**src/rtl/calc_alu.sv**
```systemverilog
// -----------------------------------------------------------------------------
// calc_alu -- sequential arithmetic core of the calculator.
//
// Two 4-bit operands are captured from the switches with the key buttons. An
// operation button then computes a sum, a difference, a product or a
// fixed-point quotient (A*100/B). The result magnitude and a display code are
// held until the next operation. Division runs an iterative restoring divider.
// Every other operation completes in one cycle.
//
// All six buttons are active-low. Each one passes through a two-flop
// synchronizer and a debouncer. Each debounced press produces exactly one
// single-cycle strobe.
//
// Ports
//   Clk           system clock
//   Rst           synchronous active-high reset
//   sw[3:0]       operand value from the switches (unsigned 0..15)
//   keys[1:0]     active-low: [0] latches A, [1] latches B
//   arifs[3:0]    active-low: [0] add, [1] sub, [2] mul, [3] div
//   ind_from_ALU  result magnitude (unsigned, 11 bits)
//   c_from_ALU    display code: 0 plain, 1 negative, 2 divide-by-zero,
//                 4 quotient with two decimal places
//   busy          high while a division is iterating
//
// Parameters
//   DEB_W      a level is accepted after 2^DEB_W stable cycles
//   DIV_STEPS  restoring-divider iterations (dividend width)
// -----------------------------------------------------------------------------
module calc_alu #(
    parameter int DEB_W     = 16,
    parameter int DIV_STEPS = 11
) (
    input  logic        Clk,
    input  logic        Rst,
    input  logic [3:0]  sw,
    input  logic [1:0]  keys,
    input  logic [3:0]  arifs,
    output logic [10:0] ind_from_ALU,
    output logic [2:0]  c_from_ALU,
    output logic        busy
);

    localparam int NBTN   = 6;
    localparam int RES_W  = 11;
    localparam int STEP_W = $clog2(DIV_STEPS + 1);

    localparam logic [DEB_W-1:0] CNT_MAX = {DEB_W{1'b1}};

    localparam logic [2:0] CODE_PLAIN = 3'd0;
    localparam logic [2:0] CODE_NEG   = 3'd1;
    localparam logic [2:0] CODE_DIV0  = 3'd2;
    localparam logic [2:0] CODE_FRAC  = 3'd4;

    typedef enum logic [1:0] {
        ST_IDLE,
        ST_EXEC,
        ST_DIV
    } state_t;

    // -------------------------------------------------------------------------
    // Button conditioning
    // -------------------------------------------------------------------------
    // Bits [1:0] are the operand keys. Bits [5:2] are the operation buttons.
    logic [NBTN-1:0] btn_raw;
    assign btn_raw = {arifs, keys};

    logic [NBTN-1:0]  sync1_q, sync1_d;
    logic [NBTN-1:0]  sync2_q, sync2_d;
    logic [NBTN-1:0]  level_q, level_d;
    logic [NBTN-1:0]  fall_q,  fall_d;
    logic [DEB_W-1:0] cnt_q [NBTN];
    logic [DEB_W-1:0] cnt_d [NBTN];

    // NOTE: every variable gets a default at the top of an always_comb, so no
    // path through the block can leave it unassigned and infer a latch.
    always_comb begin
        sync1_d = btn_raw;
        sync2_d = sync1_q;
        level_d = level_q;
        for (int i = 0; i < NBTN; i++) begin
            cnt_d[i] = '0;
            // The counter runs only while the synchronized level disagrees
            // with the accepted level. Any agreement (a bounce) clears it.
            // The level flips on the 2^DEB_W-th consecutive disagreement.
            if (sync2_q[i] != level_q[i]) begin
                if (cnt_q[i] == CNT_MAX) begin
                    level_d[i] = sync2_q[i];
                end else begin
                    cnt_d[i] = cnt_q[i] + 1'b1;
                end
            end
        end
        // One-cycle strobe on an accepted 1->0 (press) transition.
        fall_d = level_q & ~level_d;
    end

    logic [1:0] key_stb;
    logic [3:0] op_stb;
    assign key_stb = fall_q[1:0];
    assign op_stb  = fall_q[5:2];

    // -------------------------------------------------------------------------
    // Datapath / FSM state
    // -------------------------------------------------------------------------
    state_t            state_q, state_d;
    logic [3:0]        a_q, a_d;
    logic [3:0]        b_q, b_d;
    logic [RES_W-1:0]  ind_q, ind_d;
    logic [2:0]        code_q, code_d;
    logic              busy_q, busy_d;
    // The dividend register also collects quotient bits. Each step shifts one
    // dividend bit out of the top and one quotient bit into the bottom.
    logic [RES_W-1:0]  dvd_q, dvd_d;
    logic [3:0]        dsr_q, dsr_d;
    logic [4:0]        rem_q, rem_d;
    logic [STEP_W-1:0] step_q, step_d;

    // A*100 peaks at 1500, which fits in 11 bits.
    logic [RES_W-1:0] a_x100;
    assign a_x100 = RES_W'(a_q) * RES_W'(100);

    // One restoring-division step. The remainder is always below the divisor
    // (at most 15). After the shift it stays below 32, so the 6-bit trial
    // value never loses a carry.
    logic [5:0]       rem_shift;
    logic             rem_geq;
    logic [4:0]       rem_step;
    logic [RES_W-1:0] dvd_step;

    always_comb begin
        rem_shift = {rem_q, dvd_q[RES_W-1]};
        rem_geq   = (rem_shift >= {2'b00, dsr_q});
        rem_step  = rem_geq ? 5'(rem_shift - {2'b00, dsr_q}) : rem_shift[4:0];
        dvd_step  = {dvd_q[RES_W-2:0], rem_geq};
    end

    always_comb begin
        state_d = state_q;
        a_d     = a_q;
        b_d     = b_q;
        ind_d   = ind_q;
        code_d  = code_q;
        busy_d  = busy_q;
        dvd_d   = dvd_q;
        dsr_d   = dsr_q;
        rem_d   = rem_q;
        step_d  = step_q;

        unique case (state_q)
            ST_IDLE: begin
                // The operands update on the same edge as an operation
                // strobe. The operation itself uses the values held before
                // that edge.
                if (key_stb[0]) a_d = sw;
                if (key_stb[1]) b_d = sw;

                // Fixed priority: add > sub > mul > div.
                if (op_stb[0]) begin
                    ind_d   = RES_W'(a_q) + RES_W'(b_q);
                    code_d  = CODE_PLAIN;
                    state_d = ST_EXEC;
                end else if (op_stb[1]) begin
                    if (a_q >= b_q) begin
                        ind_d  = RES_W'(a_q - b_q);
                        code_d = CODE_PLAIN;
                    end else begin
                        ind_d  = RES_W'(b_q - a_q);
                        code_d = CODE_NEG;
                    end
                    state_d = ST_EXEC;
                end else if (op_stb[2]) begin
                    ind_d   = RES_W'(a_q) * RES_W'(b_q);
                    code_d  = CODE_PLAIN;
                    state_d = ST_EXEC;
                end else if (op_stb[3]) begin
                    if (b_q == 4'd0) begin
                        ind_d   = '0;
                        code_d  = CODE_DIV0;
                        state_d = ST_EXEC;
                    end else begin
                        dvd_d   = a_x100;
                        dsr_d   = b_q;
                        rem_d   = '0;
                        step_d  = '0;
                        busy_d  = 1'b1;
                        state_d = ST_DIV;
                    end
                end
            end

            // Single-cycle operations already wrote their result on entry.
            // This state only closes out the operation.
            ST_EXEC: begin
                state_d = ST_IDLE;
            end

            ST_DIV: begin
                dvd_d  = dvd_step;
                rem_d  = rem_step;
                step_d = step_q + STEP_W'(1);
                // The outputs keep the previous result until the final
                // quotient bit is known.
                if (step_q == STEP_W'(DIV_STEPS - 1)) begin
                    ind_d   = dvd_step;
                    code_d  = CODE_FRAC;
                    busy_d  = 1'b0;
                    state_d = ST_IDLE;
                end
            end

            default: begin
                state_d = ST_IDLE;
            end
        endcase
    end

    // -------------------------------------------------------------------------
    // State registers
    // -------------------------------------------------------------------------
    // NOTE: sequential state uses non-blocking assignments only. All flops then
    // sample their _d values together, with no order dependence between them.
    always_ff @(posedge Clk) begin
        if (Rst) begin
            sync1_q <= '1;
            sync2_q <= '1;
            level_q <= '1;
            fall_q  <= '0;
            // NOTE: this small counter array is built from flops, not RAM, so
            // it is reset element by element like any other state.
            for (int i = 0; i < NBTN; i++) begin
                cnt_q[i] <= '0;
            end
            state_q <= ST_IDLE;
            a_q     <= '0;
            b_q     <= '0;
            ind_q   <= '0;
            code_q  <= CODE_PLAIN;
            busy_q  <= 1'b0;
            dvd_q   <= '0;
            dsr_q   <= '0;
            rem_q   <= '0;
            step_q  <= '0;
        end else begin
            sync1_q <= sync1_d;
            sync2_q <= sync2_d;
            level_q <= level_d;
            fall_q  <= fall_d;
            for (int i = 0; i < NBTN; i++) begin
                cnt_q[i] <= cnt_d[i];
            end
            state_q <= state_d;
            a_q     <= a_d;
            b_q     <= b_d;
            ind_q   <= ind_d;
            code_q  <= code_d;
            busy_q  <= busy_d;
            dvd_q   <= dvd_d;
            dsr_q   <= dsr_d;
            rem_q   <= rem_d;
            step_q  <= step_d;
        end
    end

    assign ind_from_ALU = ind_q;
    assign c_from_ALU   = code_q;
    assign busy         = busy_q;

endmodule

```
**config.mk**
```make
export PLATFORM = sky130hd
export DESIGN_NAME = calc_alu
export DESIGN_NICKNAME = d
export VERILOG_FILES = /design/src/rtl/calc_alu.sv
export SDC_FILE = /design/constraint.sdc
export NUM_CORES = 1
export LEC_CHECK = 0
export CORE_ASPECT_RATIO = 1.1
export CORE_MARGIN = 3
export CORE_UTILIZATION = 55
export DETAILED_ROUTE_END_ITERATION = 7
export HOLD_SLACK_MARGIN = 0.02
export PLACE_DENSITY_LB_ADDON = 0.1
export SLEW_MARGIN = 20
export SYNTH_ARGS = -nofsm -noshare
export SYNTH_HDL_FRONTEND = slang
export SYNTH_SLANG_ARGS = --single-unit
export TNS_END_PERCENT = 50
```
**constraint.sdc**
```tcl
create_clock -name Clk -period 4 [get_ports Clk]
set_input_delay 0.8 -clock Clk [delete_from_list [all_inputs] [get_ports Clk]]
set_output_delay 0.8 -clock Clk [all_outputs]
set_load 0.01 [all_outputs]
```
==> results.sh <==
export IMPL_worst_pin_slew_ns=0.993
export IMPL_clock_path_buffers=2
export IMPL_synth_edff_count=0
export IMPL_endpoint_kind="flop"
export IMPL_drt_iter0_markers=349
export IMPL_synthesis_area_um2=8130
export IMPL_syn_to_final_growth_pct=10.7
export IMPL_cts_sinks=169
export IMPL_syn_num_nets=986
export IMPL_firstDrtPassIters=5
export IMPL_ys_ff_latch=169
export IMPL_grt_pass1_wl_mm=29.2
export IMPL_htreeDepth=4
export IMPL_rsz0062_at_grt="no"
export IMPL_worstSetupStartpointType="flop"
export IMPL_grt_pass1_vias=6153
export IMPL_synthArstFlopShare_pct=0
export IMPL_layout_common_cells="nor2_1, dfxtp_1, nand2_1, xor2_1"
export IMPL_hold_path_class="reg -> reg"
export IMPL_path_clk_slew_ns=0.06
export IMPL_synth_avg_cell_area_um2=8.83
export IMPL_drv_slew=0
export IMPL_crit_type="reg -> reg"
export IMPL_path_buf_inv=1
export IMPL_synth_seq_area_share_pct=41.6
export IMPL_cp_arrival_ns=3.66
export IMPL_worstSkewPairLatency_ns=0.43
export IMPL_post_route_drc_count=0
export IMPL_final_common_cell="nor2_1"
export IMPL_p_total_mw=3.26
export IMPL_diodes=0
export IMPL_die_h_um=133
export IMPL_required_ns=4.27
export IMPL_drive_above_1_share_pct=6.25
export IMPL_track_usage_pct=22.0
export IMPL_slew_headroom_pct=33.8
export IMPL_grt_antenna_before_repair=0
export IMPL_cts_resized=0
export IMPL_grt_max_degree=49
export IMPL_max_freq_ghz=0.295
export IMPL_overflow=0
export IMPL_ant_nets=0
export IMPL_crit_family="adder cells"
export IMPL_vias_per_cell=5.54
export IMPL_synth_ff_type="dfxtp_1"
export IMPL_io_buffers=26
export IMPL_p_leak_nw=3.36
export IMPL_finClkSkew_ns=0.0109
export IMPL_crit_chain="nand2_1 -> fa_1 -> inv_1 -> fa_1 -> ha_1 -> a211oi_1 -> o21bai_1 -> a21oi_1 -> xnor2_1 -> a221oi_1 -> o31ai_1"
export IMPL_final_period_utilization_pct=84.7
export IMPL_die_x_um=122
export IMPL_status="finished clean"
export IMPL_cts_made_buffers=17
export IMPL_hold_viol=0
export IMPL_post_dp_hpwl_mm=12.3
export IMPL_worstPathMaxFanout=9
export IMPL_fin_setup_tns_ns=0
export IMPL_dieArea_um2=16300
export IMPL_ys_warn_count=0
export IMPL_core_area_um2=14100
export IMPL_cts_setup_buffers=0
export IMPL_start_util_pct=57.5
export IMPL_post_drt_wl_per_cell_um=15.0
export IMPL_cpPeakStageDelay_ns=0.59
export IMPL_ctsRootBufferMaster="clkbuf_16"
export IMPL_gp_congestion=0.942
export IMPL_period_minus_slack_ns=3.39
export IMPL_nNetsFinal=999
export IMPL_powerDensity_nw_per_um2=363
export IMPL_cts_tree="done"
export IMPL_cts_hold_buf=0
export IMPL_maxCapViolations=0
export IMPL_via_count=6275
export IMPL_synth_cell_type_count=62
export IMPL_syn_inst=920
export IMPL_crit_slowest_cell="dfxtp_1"
export IMPL_synth_top_cell_area_share_pct=41.6
export IMPL_crit_top_cell="fa_1"
export IMPL_num_rows=45
export IMPL_finalWirelength_mm=17.0
export IMPL_yosys_top_cells_area="dfxtp_1, nor2_1, xor2_1"
export IMPL_ios=27
export IMPL_yosysTopAreaCell="dfxtp_1"
export IMPL_ir_worst_vdd_mv=0.268
export IMPL_setup_viol=0
## report_power, final
part	internal, mW	total, mW	switching [mW]
registers	1.69	1.69	0.00432
clock network	0.884	1.52	0.638
logic	0.0175	0.0458	0.0284
## layout make-up
cell class              instances  area (um2)
clock inverters                 6        67.6
flip-flops and latches        169        3380
multi-input cells             681        4430
fillers                      1206        5140
well taps                     188         235
inverters                      36         135
clock buffers                  24         472
repair buffers                 28         270
## sequential cells by signal, indices dropped and copies added (netlist names)
register / flops
sync1_q: 6
dsr_q: 4
step_q: 4
busy: 1
rem_q: 5
b_q: 4
level_q: 6
a_q: 4
sync2_q: 6
ind_from_ALU: 11
c_from_ALU: 3
dvd_q: 11
cnt_q: 96
state_q: 2
fall_q: 6
## worst reg2reg max path: cells and delay by family (launching register included)
kind	cells	cell delay [ns]
compound gates	5	0.97
xor+xnor	1	0.09
fa+ha+maj	3	1.36
buf+inv	1	0.06
flops	1	0.59
simple gates	1	0.16
## per-stage QoR
step / hold slack (ns) / utilization, % / instance area [um2] / instances / setup slack [ns]
finish: 0.408 / 63.6 / 8990 / 1132 / 0.612
global route: 0.427 / 63.6 / 8990 / 1132 / 0.411
CTS: 0.407 / 63.6 / 8990 / 1132 / 0.615
detailed placement: 0.394 / 59.8 / 8450 / 1102 / 0.653
global placement: 0.400 / 59.8 / 8450 / 1102 / 0.772
floorplan: 0.389 / - / 8130 / 920 / 0.963
## cell families after synthesis
kind of cell,after synthesis,synth area share [%]
simple gates,409,23.9
flops,169,41.6
xor+xnor,103,11.1
compound gates,112,10.0
buf+inv,70,3.86
fa+ha+maj,54,9.15
mux,3,0.370
## per-layer routing
| metal | GRT usage [%] | share of wire [%] |
|---|---|---|
| met2 | 36.1 | 48 |
| met3 | 5.48 | 4.6 |
| met5 | 0 | 0 |
| met4 | 8.03 | 2.0 |
| met1 | 28.0 | 45 |
## path summary, 6_finish.rpt
path,start,cells after the start,endpoint,slack [ns]
setup / recovery,a_q[1]$_SDFFE_PP0P_,11,ind_from_ALU[7]$_SDFFE_PP0P_,0.61
hold / removal,sync1_q[5]$_SDFF_PP1_,1,sync2_q[5]$_SDFF_PP1_,0.41
setup reg to reg,a_q[1]$_SDFFE_PP0P_,11,ind_from_ALU[7]$_SDFFE_PP0P_,0.61
hold reg to reg,sync1_q[5]$_SDFF_PP1_,1,sync2_q[5]$_SDFF_PP1_,0.41
## synth_stat cells, types with 4 or more instances
master	number
o31ai_1	5
a211oi_1	10
buf_2	16
a221oi_1	4
nor3_1	8
nor4b_1	4
and3_1	22
and4_1	7
a311oi_1	6
nand3b_1	4
o21ai_0	12
nor2b_1	9
fa_1	9
nor2_1	180
nand2_1	75
nand4_1	13
clkbuf_1	12
inv_1	36
and2_1	6
xor2_1	71
ha_1	45
a211o_1	6
nand3_1	45
a21oi_1	34
nand2b_1	6
dfxtp_1	169
xnor2_1	32
or2_2	15
No activity file was read; power rests on OpenSTA's default activity.
